`src/rtl/fmes_bcd_conv_pkg.sv`:
```
// Shared constants and state encoding for the frequency-meter BCD conversion path.
// The meter and display blocks reuse these same definitions.
package fmes_bcd_conv_pkg;

  localparam int FMES_NBIT = 16;
  localparam int FMES_NDIG = 5;

  typedef enum logic [1:0] {
    S_IDLE  = 2'd0,
    S_SHIFT = 2'd1,
    S_DONE  = 2'd2
  } state_t;

endpackage

```
`src/rtl/fmes_bcd_conv_adj.sv`:
```
// Single BCD digit correction used before each double-dabble shift.
// Applies +3 to a digit of 5 or more, so that the next left shift carries correctly.
module bcd_dig_adj (
  input  logic [3:0] dig_i,
  output logic [3:0] dig_o
);

  assign dig_o = (dig_i >= 4'd5) ? (dig_i + 4'd3) : dig_i;

endmodule

```
`src/rtl/fmes_bcd_conv.sv`:
```
// Captures the frequency word on the divider strobe and converts it to packed BCD.
// Uses a serial shift-and-add-3 with a leading-zero blank mask and a one-cycle done strobe.
module fmes_bcd_conv
  import fmes_bcd_conv_pkg::*;
#(
  parameter int N_BIT = FMES_NBIT,
  parameter int N_DIG = FMES_NDIG
) (
  input  logic               clk,
  input  logic               rst_n,
  input  logic               st,
  input  logic [N_BIT-1:0]   F,
  output logic [4*N_DIG-1:0] BCD,
  output logic [N_DIG-1:0]   BL,
  output logic               busy,
  output logic               ok_BCD
);

  localparam int CNT_W = $clog2(N_BIT + 1);
  localparam logic [N_DIG-1:0]  BL_RST   = {{(N_DIG-1){1'b1}}, 1'b0};
  localparam logic [CNT_W-1:0]  CNT_LAST = CNT_W'(N_BIT);

  state_t             state_q, state_d;
  logic [N_BIT-1:0]   bin_q, bin_d;
  logic [4*N_DIG-1:0] acc_q, acc_d, acc_adj;
  logic [CNT_W-1:0]   cnt_q, cnt_d;
  logic [4*N_DIG-1:0] bcd_q, bcd_d;
  logic [N_DIG-1:0]   bl_q, bl_d;
  logic               ok_q, ok_d;

  // A digit is blanked while it and every digit above it are zero; units never blank.
  function automatic logic [N_DIG-1:0] blank_mask(input logic [4*N_DIG-1:0] v);
    logic zero_above;
    blank_mask = '0;
    zero_above = 1'b1;
    for (int i = N_DIG - 1; i >= 1; i--) begin
      zero_above    = zero_above & (v[4*i +: 4] == 4'd0);
      blank_mask[i] = zero_above;
    end
  endfunction

  for (genvar g = 0; g < N_DIG; g++) begin : g_adj
    bcd_dig_adj u_adj (
      .dig_i (acc_q[4*g +: 4]),
      .dig_o (acc_adj[4*g +: 4])
    );
  end

  always_comb begin
    state_d = state_q;
    bin_d   = bin_q;
    acc_d   = acc_q;
    cnt_d   = cnt_q;
    bcd_d   = bcd_q;
    bl_d    = bl_q;
    ok_d    = 1'b0;
    case (state_q)
      S_IDLE: begin
        if (st) begin
          bin_d   = F;
          acc_d   = '0;
          cnt_d   = '0;
          state_d = S_SHIFT;
        end
      end
      S_SHIFT: begin
        // The cycle after the last shift only hands over to DONE, giving the fixed latency.
        if (cnt_q == CNT_LAST) begin
          state_d = S_DONE;
        end else begin
          {acc_d, bin_d} = {acc_adj, bin_q} << 1;
          cnt_d          = cnt_q + CNT_W'(1);
        end
      end
      S_DONE: begin
        bcd_d   = acc_q;
        bl_d    = blank_mask(acc_q);
        ok_d    = 1'b1;
        state_d = S_IDLE;
      end
      default: state_d = S_IDLE;
    endcase
  end

  always_ff @(posedge clk) begin
    if (!rst_n) begin
      state_q <= S_IDLE;
      bin_q   <= '0;
      acc_q   <= '0;
      cnt_q   <= '0;
      bcd_q   <= '0;
      bl_q    <= BL_RST;
      ok_q    <= 1'b0;
    end else begin
      state_q <= state_d;
      bin_q   <= bin_d;
      acc_q   <= acc_d;
      cnt_q   <= cnt_d;
      bcd_q   <= bcd_d;
      bl_q    <= bl_d;
      ok_q    <= ok_d;
    end
  end

  assign BCD    = bcd_q;
  assign BL     = bl_q;
  assign busy   = (state_q != S_IDLE);
  assign ok_BCD = ok_q;

endmodule

```
`config.mk`:
```
export PLATFORM = sky130hd
export DESIGN_NAME = fmes_bcd_conv
export DESIGN_NICKNAME = d
export VERILOG_FILES = /design/src/rtl/fmes_bcd_conv_pkg.sv /design/src/rtl/fmes_bcd_conv_adj.sv /design/src/rtl/fmes_bcd_conv.sv
export SDC_FILE = /design/constraint.sdc
export NUM_CORES = 1
export LEC_CHECK = 0
export ABC_AREA = 1
export CORE_UTILIZATION = 49
export CTS_CLUSTER_DIAMETER = 50
export DETAILED_ROUTE_END_ITERATION = 10
export GPL_TIMING_DRIVEN = 0
export PLACE_DENSITY = 0.84
export SETUP_SLACK_MARGIN = 0.15
export SYNTH_ARGS = -nofsm -noshare
export SYNTH_HDL_FRONTEND = slang
export SYNTH_SLANG_ARGS = --single-unit
```
`constraint.sdc`:
```
create_clock -name clk -period 1.24 [get_ports clk]
set_input_delay 0.124 -clock clk [delete_from_list [all_inputs] [get_ports clk]]
set_output_delay 0.124 -clock clk [all_outputs]
set_load 0.02 [all_outputs]
```
==> summary.log, run 1 <==
qor: timing.layout_min_cycle_time 1560 ps
qor: timing.finalMaxSlewViolations 0
qor: layout.number_of_nets_in_the_layout 574
qor: critical_path.timing.critical_path.slowest_cell_delay 330 ps
qor: layout.num_antenna_cells 0
qor: critical_path.path_max_fanout 5
qor: timing.worst_slack -320 ps
qor: pwr.p_leak 2.07 nW
qor: synthesis.synth-seq-cells 68
qor: drt.drcViolationCount 0
qor: pwr.clkPwrFrac 37.4%
qor: place.placed_cells_incl_taps 585
qor: critical_path.crit_type reg -> reg
qor: drt.number_of_antenna_violating_nets_in_the_routed_design 0
qor: layout.syn2layout_area_growth 44.9%
qor: floorplanning.floorplan.die_area 7280 um2
qor: layout.fillers 393
qor: critical_path.cp_delay_by_family_top simple AND/OR/NAND/NOR gates
qor: synthesis.postSynthAreaPerCell 7.33 um2
qor: timing.maximum_clock_frequency 0.641 GHz
qor: timing.timing.final.crit_share 126%
qor: floorplanning.core 6530 um2
qor: critical_path.path_cells inv_2 > ha_4 > nand2_2 > inv_2 > nand2_4 > nand2_8 > nand2_8 > inv_8 > buf_8 > nand2_1 > a21oi_1
qor: cts.cts_hold_buffers 0
qor: drt.detailroute.via_count 3796
qor: timing.setup_viol 45
qor: drt.postRouteWirelength 12.2 mm
qor: critical_path.timing.critical_path.arrival 1820 ps
qor: cts.clk_path_buf_depth 2
qor: global_route.global_route_wire_length_before_repair 14.9 mm
qor: pwr.p_sw 1.41 mW
qor: place.port_buffers 44
qor: layout.fraction_of_final_layout_cells_sized_beyond_drive_strength_1 42.2%
qor: floorplanning.die-height 85.3 um
qor: place.post-dp-hpwl 5.65 mm
qor: run_status.violations setup timing
qor: critical_path.crit-reg2reg-capture bin_q[0]$_SDFFE_PN0P_
qor: global_route.first_global_vias 3268
qor: synthesis.synthCells 464
qor: cts.cts.clk_slew.worst_paths 70 ps
qor: critical_path.cp_startpoint_kind flip-flop
qor: synthesis.post_synth_num_cell_types 31
qor: critical_path.worst_r2r_startpoint cnt_q[0]$_SDFFE_PN0P_
qor: drt.dr.pass1.iters 7
qor: pwr.p_comb_share 17.6%
qor: drt.detailedRoute.firstIterationViolations 431
qor: layout.commonest_cells_after_routing_fill_and_taps_aside sky130_fd_sc_hd__nand2_1 (105), sky130_fd_sc_hd__dfxtp_1 (54), sky130_fd_sc_hd__nor2_1 (31)
qor: synthesis.synth_nets 498
qor: min_path.worst_min_delay_path_startpoint F[0]
qor: pwr.sw_frac_of_total 27.6%
qor: floorplanning.start_util 52.0%
qor: layout.final_design_area_no_fill 4920 um2
qor: pwr.power.ir.vdd_worst 0.667 mV
qor: critical_path.setup.worst_path.end_class flip-flop
qor: drt.avgViaCountPerCell 6.10
qor: synthesis.synthesis.area 3400 um2
qor: critical_path.critical_path_required 1500 ps
qor: critical_path.crit_path_top_delay_cell sky130_fd_sc_hd__dfxtp_2
qor: synthesis.synth_sequential_area_ratio 40.0%
qor: run_status.outcome complete, but fails checks
qor: global_route.grt_remaining_overflow 0
qor: min_path.destination_of_the_worst_hold_path bin_q[0]$_SDFFE_PN0P_
qor: critical_path.r2r_setup_slack -320 ps
qor: cts.cts_tree yes
qor: job.max_cap_viol_count 0
qor: cts.h-tree-depth 3
qor: timing.rsz0062_at_grt yes
qor: min_path.min_delay_path_depth 3
qor: place.placed_cell_area 3960 um2
qor: place.place.gp.congestion 0.843
qor: floorplanning.die_w 85.3 um
qor: cts.root_buffer sky130_fd_sc_hd__clkbuf_8
qor: pwr.internal_cell_power 3.70 mW
qor: layout.mostFrequentLayoutCell sky130_fd_sc_hd__nand2_1
qor: floorplanning.io_pins 46
qor: global_route.initial_antenna_violation_count 0
qor: cts.count_of_clock_tree_sinks 68
qor: floorplanning.num_rows 29
qor: layout.stdcell_count 622
qor: cts.worstSkewPairLatency 360 ps
qor: critical_path.ff2ff_path_depth 11
qor: drt.post_drt_wl_per_cell 19.7 um
qor: synthesis.yosys_synthesis_warning_count 0
qor: global_route.grt_start_max_net_pins 11
qor: global_route.track_usage 26.3%
qor: cts.num_cts_buffers 9
qor: critical_path.cp_bufs_invs 4
qor: timing.timing_hold_violations_final 0
qor: pwr.cellPowerDensity 1040 nW/um2
qor: timing.worst_clock_skew 16.0 ps
qor: pwr.fin_total_pwr 5.11 mW
qor: pwr.power.share.sequential 45.0%
qor: min_path.min-delay-path-class in -> reg
==> worst max-delay path by stage <==
stage,startpoint,end,slack [ps],depth (start not counted)
global route,cnt_q[0]$_SDFFE_PN0P_,bin_q[0]$_SDFFE_PN0P_,-340,11
finish,cnt_q[0]$_SDFFE_PN0P_,bin_q[0]$_SDFFE_PN0P_,-320,11
global placement,rst_n,ok_BCD$_SDFF_PN0_,-340,5
CTS,cnt_q[0]$_SDFFE_PN0P_,acc_q[8]$_SDFFE_PN0P_,-90,10
floorplan,cnt_q[0]$_SDFFE_PN0P_,acc_q[10]$_SDFFE_PN0P_,10,10
detailed placement,rst_n,ok_BCD$_SDFF_PN0_,-360,5
==> power groups by stage <==
stage | registers [mW] | clock network [mW] | logic [mW]
4_1_cts | 2.29 | 1.85 | 0.626
5_1_grt | 2.30 | 2.00 | 0.947
3_5_place_dp | 2.34 | 0 | 0.521
2_1_floorplan | 2.33 | 0 | 0.370
6_report | 2.30 | 1.91 | 0.901
3_3_place_gp | 2.33 | 0 | 0.513
==> cells by family after synthesis <==
group                      after synthesis  synth area share (%)
AOI/OAI and AO/OA                       86                  13.6
xor gates and xnor gates                 1                 0.258
adders and majority gates               15                  5.52
buffers and inverters                   64                  10.3
DFF                                     68                  40.0
other                                    1                 0.110
and+or+nand+nor                        229                  30.1
==> timing repair <==
| action | CTS | global route |
|---|---|---|
| pin swaps | 11 | 21 |
| gates resized for setup | 150 | 152 |
| setup buffers | 8 | 6 |
| cloned | 2 | 5 |
| setup endpoints to repair | 94 | 85 |
==> tightest hold or removal path: cells and delay by family <==
family | cells | cell delay [ps]
compound gates | 1 | 100
simple gates | 1 | 110
buf+inv | 1 | 410
==> Yosys cell counts <==
library cell                 n  area, um2
sky130_fd_sc_hd__buf_8       2       30.0
sky130_fd_sc_hd__buf_1       1       3.75
sky130_fd_sc_hd__inv_4       1       6.26
sky130_fd_sc_hd__nor2_2      1       6.26
sky130_fd_sc_hd__conb_1      1       3.75
sky130_fd_sc_hd__o21ai_1     1       5.00
sky130_fd_sc_hd__nand3_2    10        100
sky130_fd_sc_hd__xnor2_1     1       8.76
sky130_fd_sc_hd__nand2_1   118        443
sky130_fd_sc_hd__clkinv_2    1       5.00
sky130_fd_sc_hd__nor3_1      1       5.00
sky130_fd_sc_hd__dfxtp_1    68       1360
sky130_fd_sc_hd__o21ai_0    38        190
sky130_fd_sc_hd__a211oi_1    1       7.51
sky130_fd_sc_hd__nor3b_1     2       15.0
sky130_fd_sc_hd__buf_2       8       40.0
sky130_fd_sc_hd__nand3_1    32        160
sky130_fd_sc_hd__inv_1      34        128
sky130_fd_sc_hd__clkbuf_2    1       5.00
sky130_fd_sc_hd__nand3b_1    1       7.51
sky130_fd_sc_hd__nor2_1     51        191
sky130_fd_sc_hd__nand4_1    10       62.6
sky130_fd_sc_hd__clkbuf_1    4       15.0
sky130_fd_sc_hd__nand2_4     3       33.8
sky130_fd_sc_hd__ha_1       15        188
sky130_fd_sc_hd__a21oi_2     8       70.1
sky130_fd_sc_hd__buf_12      1       20.0
sky130_fd_sc_hd__buf_6       7       78.8
sky130_fd_sc_hd__a21oi_1    38        190
sky130_fd_sc_hd__inv_2       3       11.3
sky130_fd_sc_hd__buf_4       1       7.51
==> per-layer routing <==
layer	vias up	share of wire, %	track usage (%)
met5	-	0	0
met4	0	5.0	14.1
met3	71	9.0	5.25
met2	265	48	45.9
met1	1791	38	30.3
li1	1669	-	-
==> registers in the layout, summed over array words and instances, names as in the netlist <==
name     count
acc_q       20
ok_BCD       1
bin_q       16
state_q      2
cnt_q        5
BL           4
BCD         20
==> final cells by class <==
| type | instances | area (um2) | area share, % |
|---|---|---|---|
| Clock buffer | 15 | 166 | 3.38 |
| Tap cell | 77 | 96.3 | 1.96 |
| Buffer | 25 | 274 | 5.56 |
| Clock inverter | 1 | 30.0 | 0.610 |
| Inverter | 39 | 168 | 3.40 |
| Sequential cell | 68 | 1390 | 28.2 |
| Multi-Input combinational cell | 332 | 2150 | 43.7 |
| Timing Repair Buffer | 65 | 651 | 13.2 |
==> through the flow <==
step	TNS [ps]	util [%]	hold slack, ps	setup WS [ps]
2_1_floorplan	0	-	271	13.4
3_3_place_gp	-12920	60.6	450	-342
3_5_place_dp	-14560	60.6	459	-360
4_1_cts	-2370	68.5	351	-86.8
5_1_grt	-9230	75.4	462	-345
6_report	-7180	75.4	458	-320
Note: power is estimated with default switching activity, not from simulation.
==> run 2, diff against run 1 <==
--- a/config.mk
+++ b/config.mk
@@ -6,6 +6,7 @@
 export NUM_CORES = 1
 export LEC_CHECK = 0
 export ABC_AREA = 1
+export CORE_MARGIN = 2
 export CORE_UTILIZATION = 49
 export CTS_CLUSTER_DIAMETER = 50
 export DETAILED_ROUTE_END_ITERATION = 10
==> run 2 against run 1 <==
Net effect:
- the flow still finishes with violations (setup timing)
- wire length is 17% lower
- global-route usage is 1.3 points lower
- total power is 4.0% lower
- via count is 8.6% lower
- critical path depth is 1 lower
- clock skew is 6.6 ps lower
- sequential power hardly changed
- critical endpoint is now acc_q[6]$_SDFFE_PN0P_
- largest power group unchanged
- highest routed layer unchanged
==> summary.log, run 2 (synthesized netlist as in run 1, its figures left out) <==
qor: place.place.gp.congestion 0.832
qor: place.post-dp-hpwl 5.55 mm
qor: critical_path.timing.critical_path.slowest_cell_delay 320 ps
qor: place.placed_cells_incl_taps 588
qor: min_path.min_delay_path_depth 3
qor: critical_path.crit-reg2reg-capture acc_q[6]$_SDFFE_PN0P_
qor: cts.clk_path_buf_depth 2
qor: floorplanning.num_rows 30
qor: drt.detailroute.via_count 3470
qor: layout.number_of_nets_in_the_layout 570
qor: layout.mostFrequentLayoutCell sky130_fd_sc_hd__nand2_1
qor: critical_path.path_max_fanout 6
qor: timing.worst_clock_skew 9.48 ps
qor: global_route.grt_remaining_overflow 0
qor: cts.cts.clk_slew.worst_paths 80 ps
qor: pwr.p_leak 2.00 nW
qor: critical_path.timing.critical_path.arrival 1760 ps
qor: layout.syn2layout_area_growth 37.1%
qor: global_route.grt_start_max_net_pins 12
qor: timing.finalMaxSlewViolations 0
qor: floorplanning.core 6760 um2
qor: run_status.outcome complete, but fails checks
qor: global_route.track_usage 24.9%
qor: job.max_cap_viol_count 0
qor: floorplanning.die_w 87.3 um
qor: pwr.cellPowerDensity 1050 nW/um2
qor: floorplanning.floorplan.die_area 7620 um2
qor: cts.cts_tree yes
qor: cts.root_buffer sky130_fd_sc_hd__clkbuf_8
qor: timing.timing.final.crit_share 118%
qor: drt.number_of_antenna_violating_nets_in_the_routed_design 0
qor: cts.num_cts_buffers 9
qor: critical_path.cp_bufs_invs 4
qor: floorplanning.start_util 50.3%
qor: critical_path.setup.worst_path.end_class flip-flop
qor: critical_path.worst_r2r_startpoint cnt_q[0]$_SDFFE_PN0P_
qor: drt.dr.pass1.iters 5
qor: drt.postRouteWirelength 10.2 mm
qor: global_route.first_global_vias 3151
qor: layout.finalCoreUtilization 69.0%
qor: place.dp_worst_setup_slack -377 ps
qor: timing.setup_viol 43
qor: critical_path.cp_delay_by_family_top buffers and inverters
qor: drt.detailedRoute.firstIterationViolations 274
qor: timing.maximum_clock_frequency 0.686 GHz
qor: timing.rsz0062_at_grt yes
qor: timing.timing.hold.ws 378 ps
qor: cts.count_of_clock_tree_sinks 68
qor: timing.layout_min_cycle_time 1460 ps
qor: min_path.worst_min_delay_path_startpoint F[0]
qor: pwr.power.ir.vdd_worst 0.876 mV
qor: critical_path.cp_startpoint_kind flip-flop
qor: layout.fillers 481
qor: place.placed_cell_area 3960 um2
qor: global_route.global_route_wire_length_before_repair 14.6 mm
qor: min_path.min-delay-path-class in -> reg
qor: layout.num_antenna_cells 0
qor: critical_path.ff2ff_path_depth 10
qor: layout.fraction_of_final_layout_cells_sized_beyond_drive_strength_1 39.9%
qor: critical_path.crit_path_top_delay_cell sky130_fd_sc_hd__dfxtp_2
qor: run_status.violations setup timing
qor: global_route.initial_antenna_violation_count 0
qor: drt.post_drt_wl_per_cell 16.4 um
qor: critical_path.r2r_setup_slack -220 ps
qor: cts.h-tree-depth 3
qor: layout.commonest_cells_after_routing_fill_and_taps_aside sky130_fd_sc_hd__nand2_1 (105), sky130_fd_sc_hd__dfxtp_1 (56), sky130_fd_sc_hd__nor2_1 (35)
qor: timing.worst_slack -219 ps
qor: floorplanning.io_pins 46
qor: critical_path.crit_type reg -> reg
qor: cts.cts_hold_buffers 0
qor: floorplanning.die-height 87.3 um
qor: layout.final_design_area_no_fill 4660 um2
qor: layout.stdcell_count 621
qor: critical_path.path_cells inv_2 > ha_4 > nand2_1 > inv_1 > nand2_2 > nand2_4 > buf_8 > buf_6 > nand3_4 > a21oi_4
qor: critical_path.critical_path_required 1540 ps
qor: drt.avgViaCountPerCell 5.59
qor: drt.drcViolationCount 0
qor: place.port_buffers 44
qor: timing.timing_hold_violations_final 0
qor: cts.worstSkewPairLatency 360 ps
qor: min_path.destination_of_the_worst_hold_path bin_q[0]$_SDFFE_PN0P_
[run 2: cell types whose count changed in the layout (fill, tap and decap cells not counted), moves of 6 or more]
cell | before | now
sky130_fd_sc_hd__nor2_2 | 7 | 14
sky130_fd_sc_hd__nor2_4 | 14 | 3
sky130_fd_sc_hd__o21ai_0 | 8 | 14
sky130_fd_sc_hd__o21ai_2 | 21 | 13
[run 2: area by class of cell]
type                            instances  area (um2)  area share [%]
Buffer                                 25         240            5.16
Clock buffer                           12         155            3.33
Clock inverter                          4        47.5            1.02
Inverter                               39         163            3.49
Multi-Input combinational cell        332        2040            43.7
Sequential cell                        68        1380            29.7
Tap cell                               80         100            2.15
Timing Repair Buffer                   61         534            11.5
[run 2: stage by stage]
step / TNS, ps / power (mW)
3_3_place_gp: -13800 / 2.85
2_1_floorplan: 0 / 2.70
4_1_cts: -2050 / 4.82
6_report: -6640 / 4.90
3_5_place_dp: -14570 / 2.86
5_1_grt: -8900 / 5.06
[run 2: power breakdown]
group / leakage (nW) / switching (mW) / internal (mW) / total (mW)
sequential: 0.559 / 0.0434 / 2.24 / 2.29
combinational: 1.34 / 0.391 / 0.301 / 0.692
clock: 0.102 / 0.889 / 1.03 / 1.92
[run 2: what timing repair did]
action | in CTS | in global routing
gates resized for setup | 157 | 92
pin swaps | 12 | 23
endpoints found under the setup margin | 94 | 85
buffers inserted | 10 | 4
cloned | 2 | 1
[run 2: worst max-delay path by stage]
stage	startpoint	end	slack (ps)	depth (start not counted)
floorplan	cnt_q[0]$_SDFFE_PN0P_	acc_q[10]$_SDFFE_PN0P_	10	10
global placement	rst_n	ok_BCD$_SDFF_PN0_	-380	5
detailed placement	rst_n	acc_q[14]$_SDFFE_PN0P_	-380	5
CTS	cnt_q[0]$_SDFFE_PN0P_	bin_q[15]$_SDFFE_PN0P_	-70	11
global route	cnt_q[0]$_SDFFE_PN0P_	acc_q[5]$_SDFFE_PN0P_	-260	10
finish	cnt_q[0]$_SDFFE_PN0P_	acc_q[6]$_SDFFE_PN0P_	-220	10
[run 2: per-layer routing]
| layer | routed length (um) | global-route usage [%] | vias to the layer above |
|---|---|---|---|
| met1 | 4120 | 30.6 | 1644 |
| li1 | - | - | 1657 |
| met2 | 5160 | 41.9 | 141 |
| met5 | 0 | 0 | - |
| met3 | 629 | 5.21 | 28 |
| met4 | 297 | 11.2 | 0 |
[run 2: tightest hold or removal path, cell delays in order]
cell and delay (ps):
sky130_fd_sc_hd__clkdlybuf4s50_1 420, sky130_fd_sc_hd__nand2_1 80, sky130_fd_sc_hd__a21oi_1 60
